File: src/rtl/pipe_latch_elastic_pkg.sv
// Shared definitions for the elastic inter-stage latch: state encoding and
// default geometry of the DX/XM/MW instances.
package pipe_latch_elastic_pkg;

  typedef enum logic [1:0] {
    ST_EMPTY = 2'd0,
    ST_ONE   = 2'd1,
    ST_TWO   = 2'd2
  } state_t;

  localparam int unsigned DEF_WIDTH = 115;
  localparam int unsigned DEF_LANES = 2;

endpackage

File: src/rtl/pipe_lane_reg.sv
// One lane slot of the elastic latch: payload plus valid bit.
// clr drops only the valid bit so held payload is left untouched.
module pipe_lane_reg #(
  parameter int unsigned WIDTH = 115
) (
  input  logic             clock,
  input  logic             reset,
  input  logic             clr,
  input  logic             en,
  input  logic             d_valid,
  input  logic [WIDTH-1:0] d_data,
  output logic             q_valid,
  output logic [WIDTH-1:0] q_data
);

  always_ff @(posedge clock) begin
    if (reset) begin
      q_valid <= 1'b0;
      q_data  <= '0;
    end else if (clr) begin
      q_valid <= 1'b0;
    end else if (en) begin
      q_valid <= d_valid;
      q_data  <= d_data;
    end
  end

endmodule

File: src/rtl/pipe_latch_elastic.sv
// Elastic LANES-wide pipeline latch with a main + skid slot, registered
// in_ready, flush of all held bundles and per-lane squash at capture.
module pipe_latch_elastic
  import pipe_latch_elastic_pkg::*;
#(
  parameter int unsigned WIDTH = DEF_WIDTH,
  parameter int unsigned LANES = DEF_LANES
) (
  input  logic                   clock,
  input  logic                   ctrl_reset,
  input  logic [LANES-1:0]       in_valid,
  input  logic [LANES*WIDTH-1:0] in_data,
  output logic                   in_ready,
  input  logic [LANES-1:0]       ctrl_squash,
  input  logic                   ctrl_flush,
  output logic [LANES-1:0]       out_valid,
  output logic [LANES*WIDTH-1:0] out_data,
  input  logic                   out_ready,
  output logic [1:0]             occupancy
);

  state_t                 state;
  logic [LANES-1:0]       main_valid;
  logic [LANES-1:0]       skid_valid;
  logic [LANES*WIDTH-1:0] main_data;
  logic [LANES*WIDTH-1:0] skid_data;
  logic [LANES-1:0]       keep;
  logic [LANES-1:0]       main_dv;
  logic [LANES*WIDTH-1:0] main_d;
  logic push, pop, store;
  logic main_en, main_clr, skid_en, skid_clr;

  always_comb begin
    keep     = in_valid & ~ctrl_squash;
    push     = (|in_valid) & in_ready & ~ctrl_flush;
    pop      = (|main_valid) & out_ready;
    // a fully squashed bundle still handshakes but occupies no slot
    store    = push & (|keep);
    main_en  = 1'b0;
    skid_en  = 1'b0;
    skid_clr = ctrl_flush;
    main_dv  = keep;
    main_d   = in_data;
    case (state)
      ST_EMPTY: main_en = store;
      ST_ONE: begin
        main_en = store & pop;
        skid_en = store & ~pop;
      end
      ST_TWO: begin
        main_en  = pop;
        main_dv  = skid_valid;
        main_d   = skid_data;
        skid_clr = ctrl_flush | pop;
      end
      default: ;
    endcase
    main_clr = ctrl_flush | (pop & ~main_en);
  end

  always_ff @(posedge clock) begin
    if (ctrl_reset || ctrl_flush) begin
      state    <= ST_EMPTY;
      in_ready <= 1'b1;
    end else begin
      case (state)
        ST_EMPTY: if (store) state <= ST_ONE;
        ST_ONE: begin
          if (store && !pop) begin
            state    <= ST_TWO;
            in_ready <= 1'b0;
          end else if (pop && !store) begin
            state <= ST_EMPTY;
          end
        end
        ST_TWO: begin
          if (pop) begin
            state    <= ST_ONE;
            in_ready <= 1'b1;
          end
        end
        default: begin
          state    <= ST_EMPTY;
          in_ready <= 1'b1;
        end
      endcase
    end
  end

  for (genvar k = 0; k < LANES; k++) begin : g_lane
    pipe_lane_reg #(.WIDTH(WIDTH)) u_main (
      .clock   (clock),
      .reset   (ctrl_reset),
      .clr     (main_clr),
      .en      (main_en),
      .d_valid (main_dv[k]),
      .d_data  (main_d[k*WIDTH +: WIDTH]),
      .q_valid (main_valid[k]),
      .q_data  (main_data[k*WIDTH +: WIDTH])
    );

    pipe_lane_reg #(.WIDTH(WIDTH)) u_skid (
      .clock   (clock),
      .reset   (ctrl_reset),
      .clr     (skid_clr),
      .en      (skid_en),
      .d_valid (keep[k]),
      .d_data  (in_data[k*WIDTH +: WIDTH]),
      .q_valid (skid_valid[k]),
      .q_data  (skid_data[k*WIDTH +: WIDTH])
    );
  end

  assign out_valid = main_valid;
  assign out_data  = main_data;
  assign occupancy = state;

endmodule

File: config.mk
export PLATFORM = sky130hd
export DESIGN_NAME = pipe_latch_elastic
export DESIGN_NICKNAME = d
export VERILOG_FILES = /design/src/rtl/pipe_latch_elastic_pkg.sv /design/src/rtl/pipe_lane_reg.sv /design/src/rtl/pipe_latch_elastic.sv
export SDC_FILE = /design/constraint.sdc
export NUM_CORES = 1
export LEC_CHECK = 0
export ABC_AREA = 0
export CAP_MARGIN = 20
export CORE_UTILIZATION = 29
export CTS_CLUSTER_DIAMETER = 80
export DETAILED_ROUTE_END_ITERATION = 8
export DONT_BUFFER_PORTS = 1
export GPL_ROUTABILITY_DRIVEN = 0
export HOLD_SLACK_MARGIN = 0.05
export PLACE_DENSITY_LB_ADDON = 0.3
export SYNTH_ARGS = -nofsm -noshare
export SYNTH_HDL_FRONTEND = slang
export SYNTH_SLANG_ARGS = --single-unit
File: constraint.sdc
create_clock -name clock -period 7.9 [get_ports clock]
set_input_delay 1.58 -clock clock [delete_from_list [all_inputs] [get_ports clock]]
set_output_delay 1.58 -clock clock [all_outputs]
set_load 0.02 [all_outputs]
Word level (Yosys, flattened, before mapping). Index checks and enable logic that the tools add are counted.

Word-level logic and storage cells: 61. Bits of input ports: 238. Bits in registers: 467. Output and inout port bits: 235.

Eq/ne operators: 6. Muxes and demuxes: 13. Reduce and logical (&&, ||, !) cells: 15. Bitwise logic cells: 17.

Operator list (number): 230-bit 2-to-1 mux (1); 2-bit 2-to-1 mux (5); 2-bit OR reduction (5); 1-bit bitwise AND (7); 2-bit != test, second input constant (3); 1-bit NOT (6); 1-bit case mux with 3 select lines (2); 2-bit case mux with 3 select lines (1); 3-bit AND reduction (2); 1-bit 2-to-1 mux (4); 2-bit AND reduction (2); 3-bit != test, second input constant (1); 2-bit bitwise AND (1); 2-bit by 1-bit == test with 1-bit output, second input constant (1); 2-bit == test, second input constant (1); 1-bit logical AND (2); 1-bit logical NOT (2); 2-bit logical NOT (1); 2-bit NOT (1); 1-bit bitwise OR (2); 1-bit logical OR (1).

Logic depth before layout (Yosys ltp). Gate-level depths: netlist of run 1.

Depth in word-level cells: 11. Mapped depth: 11. Mapped depth without buffers: 8.

Hierarchy. From an unflattened synthesis of run 1, not the netlist that was laid out.

Cell total of the unflattened synthesis: 2888. Area, all modules: 24852.6 sq um.

By module, submodules not included: pipe_lane_reg (sequential area each 2322.2 sq um, cells each 527, instances 4, area each 5431.5 sq um); pipe_latch_elastic (sequential area each 60.1 sq um, cells each 780, instances 1, area each 3126.7 sq um).

Worst setup path after synthesis of run 1. No wires, ideal clock.

Path type: input-to-reg. Start point: input in_valid[1]. End point: register g_lane[0].u_main.q_data[13]. Buffers on the path: 2. Arrival time: 3.436 ns. Slack: 4.318 ns. Library setup time: 0.146 ns. Stages on the path: 10. Required time: 7.754 ns. Cell sequence: nor2b_1 -> nor2_1 -> nor3b_1 -> ha_1 -> nand2_1 -> o22a_1 -> a21oi_2 -> buf_2 -> buf_2 -> a211oi_2.

Longest elaborated chain between the ends: 11. Elaborated cells between the ends (all ways): 13. Those cells by class: mux: 1; bitwise: 9; reduce/logical: 3.

RTL lines: from (decl) (line pipe_latch_elastic.sv:11) `input logic [LANES-1:0] in_valid,`; 2-bit OR reduction (line pipe_latch_elastic.sv:35) `push = (|in_valid) & in_ready & ~ctrl_flush;`; 1-bit bitwise AND (2 in series) (line pipe_latch_elastic.sv:35); 1-bit bitwise AND * (line pipe_latch_elastic.sv:38) `store = push & (|keep);`; 1-bit bitwise AND (line pipe_latch_elastic.sv:47) `main_en = store & pop;`; 1-bit case mux with 3 select lines * (line pipe_latch_elastic.sv:44) `case (state)`; 1-bit NOT (line pipe_latch_elastic.sv:58) `main_clr = ctrl_flush | (pop & ~main_en);`; 1-bit bitwise AND (line pipe_latch_elastic.sv:58); 1-bit bitwise OR (line pipe_latch_elastic.sv:58); 1-bit NOT (no source line); 2-bit AND reduction (no source line) *; to (signal assigned) (line pipe_lane_reg.sv:24) `q_data <= d_data;`; to (decl) (line pipe_lane_reg.sv:13) `output logic [WIDTH-1:0] q_data`.

Mark *: on every way between the ends. The rest lies on a longest branch, timed or not. A chain may end at the register's enable or synchronous reset.

Worst setup path after layout of run 1.
Start point: input in_valid[0]. End point: register g_lane[0].u_skid.q_data[13].

Longest elaborated chain between the ends: 7. Elaborated cells between the ends (all ways): 9. Those cells by class: mux: 1; bitwise: 5; reduce/logical: 3.

RTL lines: 2-bit OR reduction (line pipe_latch_elastic.sv:35); 1-bit bitwise AND (2 in series) (line pipe_latch_elastic.sv:35); 1-bit bitwise AND * (line pipe_latch_elastic.sv:38); 1-bit bitwise AND * (line pipe_latch_elastic.sv:48) `skid_en = store & ~pop;`; 1-bit 2-to-1 mux * (line pipe_latch_elastic.sv:44); 2-bit AND reduction (no source line) *; to (signal assigned) (line pipe_lane_reg.sv:24); to (decl) (line pipe_lane_reg.sv:13).

Marks and branches as above.

==> results of run 1 <==
[worst paths after layout]
| kind | start | end | slack (ns) |
|---|---|---|---|
| setup / recovery | in_valid[0] | g_lane[0].u_skid.q_data[13] | 3.87 |
| hold / removal | g_lane[1].u_skid.q_data[49] | g_lane[1].u_skid.q_data[49] | 0.45 |
| setup reg to reg | occupancy[1] | g_lane[0].u_main.q_data[28] | 4.53 |
| hold reg to reg | g_lane[1].u_skid.q_data[49] | g_lane[1].u_skid.q_data[49] | 0.45 |
[layer usage]
| layer | routed length, um | vias up | part of all wire | track usage |
|---|---|---|---|---|
| met5 | 0 | - | 0 | 0 |
| met4 | 1490 | 0 | 0.026 | 0.0498 |
| met3 | 6330 | 77 | 0.11 | 0.0749 |
| met2 | 27000 | 443 | 0.47 | 0.261 |
| met1 | 22800 | 7205 | 0.40 | 0.180 |
| li1 | - | 7137 | - | - |
[through the flow]
stage                util  hold slack, ns  instance area (um^2)  cells  total power [mW]
CTS                 0.324           0.450                 21800   2877              5.33
global placement    0.298           0.439                 20100   2783              2.86
global route        0.324           0.464                 21800   2877              5.45
detailed placement  0.298           0.444                 20100   2783              2.87
finish              0.324           0.451                 21800   2877              5.25
floorplan               -           0.436                 19700   2104              2.84
[registers in the layout, indices dropped and copies added (netlist names)]
| signal | flops |
|---|---|
| g_lane.u_skid.q_data | 230 |
| g_lane.u_main.q_valid | 2 |
| g_lane.u_skid.q_valid | 2 |
| in_ready | 1 |
| g_lane.u_main.q_data | 230 |
| occupancy | 2 |
[layout by cell type (no fill, tap or decap), types with 2 or more instances in the layout]
| cell type | synthesis | final |
|---|---|---|
| dfxtp_1 | 467 | 467 |
| nand2_1 | 463 | 463 |
| a21oi_1 | 235 | 235 |
| nor3_1 | 235 | 234 |
| mux2i_1 | 232 | 232 |
| a211oi_2 | 200 | 200 |
| clkbuf_16 | 0 | 53 |
| a211oi_1 | 30 | 30 |
| clkbuf_8 | 0 | 16 |
| clkbuf_1 | 92 | 15 |
| nor2_1 | 7 | 7 |
| buf_12 | 0 | 7 |
| buf_4 | 22 | 7 |
| o21ai_0 | 4 | 4 |
| inv_6 | 0 | 4 |
| clkinv_2 | 0 | 3 |
| or2_2 | 2 | 2 |
| nand4b_1 | 2 | 2 |
| mux2_2 | 2 | 2 |
| nor2b_1 | 2 | 2 |
| ha_1 | 2 | 2 |
| bufinv_16 | 0 | 2 |
[synthesized netlist by cell type (all sizes together)]
library cell	n	area [um^2]
a211oi	230	2730
mux2	2	22.5
or2	2	12.5
dfxtp	467	9350
nor2	7	26.3
o22ai	1	6.26
nand2	463	1740
clkbuf	92	345
o21ai	5	25.0
nor3	235	1180
o21a	1	7.51
mux2i	232	2320
nor2b	2	12.5
nor3b	2	20.0
or3	1	6.26
nand4b	2	17.5
o22a	1	8.76
o211ai	1	7.51
inv	1	3.75
nand2b	1	6.26
o32ai	1	27.5
buf	116	636
o211a	1	10.0
a21oi	236	1180
ha	2	25.0
[critical path, cell delays in order]
cell	delay (ns)
nor2b_1	0.41
nor2_1	0.08
nor3b_1	0.29
ha_1	0.20
nand2_1	0.13
nor3_2	0.23
buf_12	0.47
buf_4	0.67
nand2_1	0.12
a21oi_1	0.17
[power by group through the flow]
stage | Clock, mW | Combinational, mW | Sequential [mW]
after floorplan | 0 | 0.254 | 2.59
after global placement | 0 | 0.240 | 2.62
after detailed placement | 0 | 0.248 | 2.62
after CTS | 2.52 | 0.249 | 2.57
after global routing | 2.61 | 0.271 | 2.57
final | 2.43 | 0.246 | 2.57
[layout make-up]
type	instances	area (um^2)	area share
clock buffers	84	1600	0.0736
clock inverters	10	119	0.00546
inverters	1	3.75	0.000172
multi-input cells	1428	9420	0.433
flip-flops and latches	467	9350	0.429
well taps	873	1090	0.0501
repair buffers	14	193	0.00885
[cell families after synthesis]
| family | share of synthesized area |
|---|---|
| buf+inv | 0.0499 |
| flops | 0.474 |
| compound gates | 0.203 |
| simple gates | 0.153 |
| fa+ha+maj | 0.00127 |
| mux | 0.119 |
==> results by group, run 1 <==
Floorplanning
  • Die X: 263 um
  • Die ar.: 69100 um^2
  • Core ar.: 67300 um^2
  • Io pins: 473
  • Die Ht: 263 um
  • Initial Utilization: 0.293
  • Site row count: 95

Clock network
  • Total CTS buffers: 53
  • CTS resizes: 0
  • Cts-stage hold buffer count: 0
  • Root Driver: clkbuf_16
  • Clock slew at reported path FFs: 0.06 ns
  • CTS sink count: 467
  • Clk Latency, worst-skew pair: 0.58 ns
  • Clk buf depth: 3
  • Setup bufs post-CTS: 0
  • CTS tree: built
  • H-tree depth: 2

Timing
  • Post-Route Skew: 0.0150 ns
  • Endpoints failing hold: 0
  • Final WS setup: 3.87 ns
  • Final-report max-slew violation count: 0
  • Unrepaired setup endpoints after global routing: no
  • Max Clock Freq: 0.248 GHz
  • # setup viols final: 0
  • Fin crit share: 0.510
  • Setup TNS: 0 ns
  • Worst Tran Pin Value: 1.20 ns
  • Slew headroom: 0.198
  • Tmin final: 4.03 ns

Cells and area
  • Synthesis-to-layout area growth: 10.4%
  • Fill cell count: 6839
  • Inserted Diodes: 0
  • Final #Nets: 2205
  • Share of post-route cells with drive strength above 1: 0.152

Routing
  • Number of vias per cell: 5.17
  • DRT Pass-1 Iters: 5
  • Final ANT Viol Nets: 0
  • WL final: 57600 um
  • # DRC: 0
  • Routed len/inst: 20.0 um
  • DRT iter0 DRCs: 804
  • DR vias: 14900

Global route
  • Gr usage total: 0.158
  • Largest net degree at the start of global routing: 463
  • Vias in the first global route: 14400
  • Initial antenna violation count: 1
  • First-pass GRT wire length: 87800 um
  • Grt ovf: 0

Power
  • NetSw: 1.26 mW
  • Cell-internal power: 3.99 mW
  • Part of the power in registers: 0.489
  • Logic pwr share: 0.047
  • Clock power share: 0.464
  • VDD IR max: 158 uV
  • PwrDens: 241 nW/um^2
  • LEAKAGE: 8.26 nW
  • Sw Share: 0.240

Critical path
  • Crit. End Element: register
  • Worst Setup Start Kind: input port
  • CP arrival: 4.50 ns
  • Crit path required time: 8.37 ns
  • Worst Path Max Fanout: 106
  • Reg2Reg Depth: 6
  • Crit path kind: in -> reg

Synth
  • Synth Warn #: 0
  • Post-synthesis register bit count: 467
  • Synth Net Count: 2344
  • Syn Inst Count: 2104
  • Synth cell types: 30
  • Area of the mapped netlist: 19700 um^2
  • Post-Syn Area per Cell: 9.37 um^2
  • Sequential share of the synthesized area: 0.474

Place
  • Dpl hpwl: 34500 um
  • Worst slack at placement: 3.28 ns
  • PortBufs: 0

Run status
  • Status: finished, final reports clean

Hold path
  • Hold Crit Class: reg -> reg
  • Worst Hold Path Cells: 2

Flow run
  • MaxCap Viol Count: 0
Power figures use the tool's default switching activity.
==> run 2: changes to the inputs <==
Clock period 7.9 ns to 3.85 ns, I/O delays scaled along.
==> run 2 against run 1 <==
Net effect: sequential power rose by 110%; critical path depth is 3 lower; via count up 0.36%; power increased by 110%; register-to-register slack got worse by 3.5 ns; design area increased by 2.0%.
==> results by group, run 2 (same netlist as run 1, synthesis figures left out) <==
Cells and area
  • Most common cell after layout, fill and taps aside: dfxtp_1
  • Commonest cells after routing, fill and taps aside: dfxtp_1, nand2_1, a21oi_1
  • Share of post-route cells with drive strength above 1: 0.167
  • Final #Nets: 2229
  • Fin util: 0.330
  • Synthesis-to-layout area growth: 12.7%
  • Inserted Diodes: 0
  • Top flop regs: g_lane.u_main.q_data: 230 flops, g_lane.u_skid.q_data: 230 flops
  • Non-Filler Instances: 2907
  • Design area: 22200 um^2

Critical path
  • Cell family with most CP delay: simple AND/OR/NAND/NOR gates
  • Top cell by count, worst path: nand2_1
  • Last element of the critical path: g_lane[1].u_skid.q_data[3]
  • CP bufs+invs: 1
  • Crit path kind: reg -> reg
  • Worst Setup Start Kind: register
  • Worst reg2reg endpoint: g_lane[1].u_skid.q_data[3]
  • CP max stage cell: or3_4
  • R2r setup slk: 1.08 ns
  • Reg2Reg Depth: 7
  • Crit path cell chain: o21ai_1 -> ha_1 -> nand2_1 -> or3_4 -> buf_12 -> nand2_1 -> a21oi_1
  • Critical path's largest stage delay: 0.57 ns
  • Worst Setup SP: g_lane[1].u_main.q_valid
  • CP Depth: 7
  • CP arrival: 3.21 ns
  • Worst Path Max Fanout: 93
  • RR Startpoint: g_lane[1].u_main.q_valid
  • Crit. End Element: register
  • Crit path required time: 4.28 ns

Power
  • VDD IR max: 337 uV
  • LEAKAGE: 8.48 nW
  • Pwr Total: 11.0 mW
  • PwrDens: 497 nW/um^2

Floorplanning
  • Die X: 263 um
  • Site row count: 95
  • Die ar.: 69100 um^2
  • Core ar.: 67300 um^2
  • Io pins: 473
  • Initial Utilization: 0.293
  • Die Ht: 263 um

Flow run
  • MaxCap Viol Count: 0

Timing
  • Tmin final: 2.77 ns
  • Setup TNS: 0 ns
  • Post-Route Skew: 0.0244 ns
  • Fin crit share: 0.720
  • Worst Tran Pin Value: 1.02 ns
  • Slew headroom: 0.319
  • Max Clock Freq: 0.361 GHz
  • Endpoints failing hold: 0
  • # setup viols final: 0
  • Final-report max-slew violation count: 0
  • Unrepaired setup endpoints after global routing: no

Global route
  • First-pass GRT wire length: 89300 um
  • Vias in the first global route: 14700
  • Largest net degree at the start of global routing: 463
  • Initial antenna violation count: 0
  • Gr usage total: 0.162
  • Grt ovf: 0

Place
  • Dpl hpwl: 36400 um
  • Placed instance area: 20400 um^2
  • PortBufs: 0
  • Placed insts: 2806

Routing
  • Final ANT Viol Nets: 0
  • DRT iter0 DRCs: 950
  • # DRC: 0
  • DRT Pass-1 Iters: 5
  • Number of vias per cell: 5.13
  • Routed len/inst: 20.1 um
  • WL final: 58400 um
  • DR vias: 14900

Hold path
  • Hold Crit Class: in -> reg

Clock network
  • CTS sink count: 467
  • Clock slew at reported path FFs: 0.06 ns
  • Clk buf depth: 3
  • H-tree depth: 2
  • Cts-stage hold buffer count: 0
  • Clk Latency, worst-skew pair: 0.60 ns
  • CTS resizes: 0
  • Root Driver: clkbuf_16
  • Setup bufs post-CTS: 0
  • CTS tree: built
  • Total CTS buffers: 54

Run status
  • Status: finished, final reports clean
==> run 2: power by group <==
group	internal [mW]	leakage, nW	switching [mW]
registers	4.98	3.79	0.293
clock network	3.11	0.905	2.14
logic	0.246	3.79	0.275
total	8.33	8.48	2.71
==> run 2: per-layer routing <==
metal  wire length (um)  vias to the layer above  track usage
li1                   -                     7185            -
met1              23400                     7148        0.191
met5                  0                        -            0
met4               2110                        0       0.0658
met3               6460                      112       0.0726
met2              26400                      471        0.256
==> run 2: worst min-delay path by stage <==
stage                           startpoint                           to  cells past startpoint
6_report                        ctrl_reset  g_lane[0].u_skid.q_data[69]                      1
4_1_cts                         ctrl_reset  g_lane[0].u_skid.q_data[69]                      1
3_5_place_dp   g_lane[0].u_skid.q_data[65]  g_lane[0].u_skid.q_data[65]                      2
2_1_floorplan   g_lane[0].u_skid.q_data[0]   g_lane[0].u_skid.q_data[0]                      2
3_3_place_gp   g_lane[1].u_skid.q_data[95]  g_lane[1].u_skid.q_data[95]                      2
5_1_grt                         ctrl_reset  g_lane[0].u_skid.q_data[69]                      1
==> run 2: final cells by class <==
type	instances	area [um^2]
clock buffers	75	1550
well taps	873	1090
multi-input cells	1428	9420
repair buffers	37	515
fillers	6811	45100
inverters	1	3.75
flip-flops and latches	467	9350
clock inverters	26	292
==> run 2: through the flow <==
stage / setup slack, ns / hold WS [ns]
2_1_floorplan: 1.08 / 0.436
3_3_place_gp: 0.708 / 0.441
3_5_place_dp: 0.630 / 0.445
4_1_cts: 1.12 / 0.231
5_1_grt: 0.956 / 0.242
6_report: 1.08 / 0.268
==> run 3: changes to the inputs <==
Clock period 3.85 ns to 2.46 ns, I/O delays scaled along.
==> run 3 against run 2 <==
Net effect: the flow now finishes with violations (slew limit); final cell count grew 11%; sequential power grew 57%; critical path depth grew 1; power grew 61%; clock-buffer cell count is the same; setup slack lost 0.73 ns; largest cell class unchanged.
==> results by group, run 3 (same netlist as run 1, synthesis figures left out) <==
Critical path
  • Crit path required time: 2.86 ns
  • CP bufs+invs: 2
  • Worst Path Max Fanout: 64
  • Cell family with most CP delay: simple AND/OR/NAND/NOR gates
  • Top cell by count, worst path: nand2_1
  • Worst Setup Start Kind: register
  • Crit path cell chain: nor3b_1 -> buf_4 -> ha_1 -> nand2_1 -> or3_4 -> buf_12 -> nand2_1 -> a21oi_1
  • CP arrival: 2.51 ns
  • Reg2Reg Depth: 8
  • Critical path's largest stage delay: 0.45 ns
  • CP Depth: 8
  • Crit path kind: reg -> reg
  • CP max stage cell: or3_4
  • Crit. End Element: register

Timing
  • Worst Tran Pin Value: 1.57 ns
  • Final-report max-slew violation count: 67
  • Slew headroom: -0.0481
  • Fin crit share: 0.858
  • Final WS setup: 0.350 ns
  • Max Clock Freq: 0.474 GHz
  • # setup viols final: 0
  • Unrepaired setup endpoints after global routing: no
  • Endpoints failing hold: 0
  • Tmin final: 2.11 ns
  • Post-Route Skew: 0.0174 ns
  • Fin Hold WS: 0.112 ns

Global route
  • Largest net degree at the start of global routing: 463
  • Gr usage total: 0.180
  • Initial antenna violation count: 1
  • First-pass GRT wire length: 98700 um
  • Grt ovf: 0
  • Vias in the first global route: 16500

Flow run
  • MaxCap Viol Count: 0

Routing
  • DR vias: 16500
  • # DRC: 0
  • DRT Pass-1 Iters: 5
  • Routed len/inst: 20.2 um
  • Final ANT Viol Nets: 0
  • WL final: 64900 um
  • Number of vias per cell: 5.12
  • DRT iter0 DRCs: 841

Clock network
  • CTS sink count: 467
  • Clk buf depth: 3
  • H-tree depth: 2
  • Root Driver: clkbuf_16
  • CTS resizes: 0
  • Cts-stage hold buffer count: 224
  • Setup bufs post-CTS: 0
  • Clock slew at reported path FFs: 0.06 ns
  • Clk Latency, worst-skew pair: 0.60 ns
  • CTS tree: built
  • Total CTS buffers: 57

Place
  • Worst slack at placement: -0.0925 ns
  • Dpl hpwl: 39900 um
  • PortBufs: 0

Power
  • PwrDens: 700 nW/um^2
  • Part of the power in registers: 0.463
  • Clock power share: 0.468
  • VDD IR max: 452 uV
  • Sw Share: 0.245
  • NetSw: 4.37 mW
  • LEAKAGE: 9.98 nW
  • Cell-internal power: 13.5 mW
  • Logic pwr share: 0.069

Floorplanning
  • Io pins: 473
  • Die ar.: 69100 um^2
  • Site row count: 95
  • Initial Utilization: 0.293
  • Die X: 263 um
  • Die Ht: 263 um
  • Core ar.: 67300 um^2

Run status
  • Status: complete, but fails checks
  • Failing checks: slew limit

Cells and area
  • Share of post-route cells with drive strength above 1: 0.179
  • Final #Nets: 2545
  • Most common cell after layout, fill and taps aside: dfxtp_1
  • Fin util: 0.378
  • Commonest cells after routing, fill and taps aside: dfxtp_1, nand2_1, a21oi_1
  • Top flop regs: g_lane.u_main.q_data: 230 flops, g_lane.u_skid.q_data: 230 flops
  • Synthesis-to-layout area growth: 29.1%
  • Inserted Diodes: 0

Hold path
  • Worst Hold Path Cells: 2
  • Hold Crit Class: in -> reg
## run 3: changes by cell type in the layout (fill, tap and decap cells not counted), moves of 2 or more
cell and delta:
dlygate4sd3_1 +233, buf_4 +58, buf_12 +21, clkbuf_1 -3
clkinvlp_4 -3, clkbuf_16 +2, clkinv_2 +2, clkinv_4 -2
clkinv_8 -2, inv_6 +2
## run 3: path summary, 6_finish.rpt
path | from | slack, ns | end
max | in_ready | 0.35 | g_lane[1].u_skid.q_data[2]
min | out_ready | 0.11 | g_lane[1].u_main.q_valid
max reg2reg | in_ready | 0.35 | g_lane[1].u_skid.q_data[2]
min reg2reg | g_lane[1].u_skid.q_data[83] | 0.45 | g_lane[1].u_skid.q_data[83]
## run 3: through the flow
stage | instances | setup TNS, ns | area, um^2 | total power, mW
final | 3218 | 0 | 25500 | 17.8
after global routing | 3218 | 0 | 25500 | 18.5
after CTS | 3208 | 0 | 25300 | 18.0
after detailed placement | 2885 | -1.54 | 21200 | 9.28
after global placement | 2885 | -6.03 | 21200 | 9.25
after floorplan | 2104 | -0.675 | 19700 | 9.13
## run 3: layout make-up
| type | count | area [um^2] |
|---|---|---|
| clock buffers | 75 | 1600 |
| clock inverters | 24 | 258 |
| fillers | 6608 | 41800 |
| inverters | 1 | 3.75 |
| multi-input cells | 1428 | 9420 |
| flip-flops and latches | 467 | 9350 |
| well taps | 873 | 1090 |
| repair buffers | 350 | 3730 |
## run 3: power groups by stage
| stage | clock [mW] | combinational (mW) | sequential, mW |
|---|---|---|---|
| after global routing | 8.89 | 1.32 | 8.27 |
| after CTS | 8.58 | 1.19 | 8.25 |
| after global placement | 0 | 0.836 | 8.41 |
| final | 8.35 | 1.23 | 8.25 |
| after floorplan | 0 | 0.815 | 8.32 |
| after detailed placement | 0 | 0.866 | 8.41 |
## run 3: per-layer routing
layer | vias to the layer above | track usage | part of all wire
li1 | 7828 | - | -
met1 | 7978 | 0.213 | 0.41
met2 | 546 | 0.299 | 0.47
met3 | 129 | 0.0647 | 0.092
met4 | 0 | 0.0596 | 0.030
met5 | - | 0 | 0
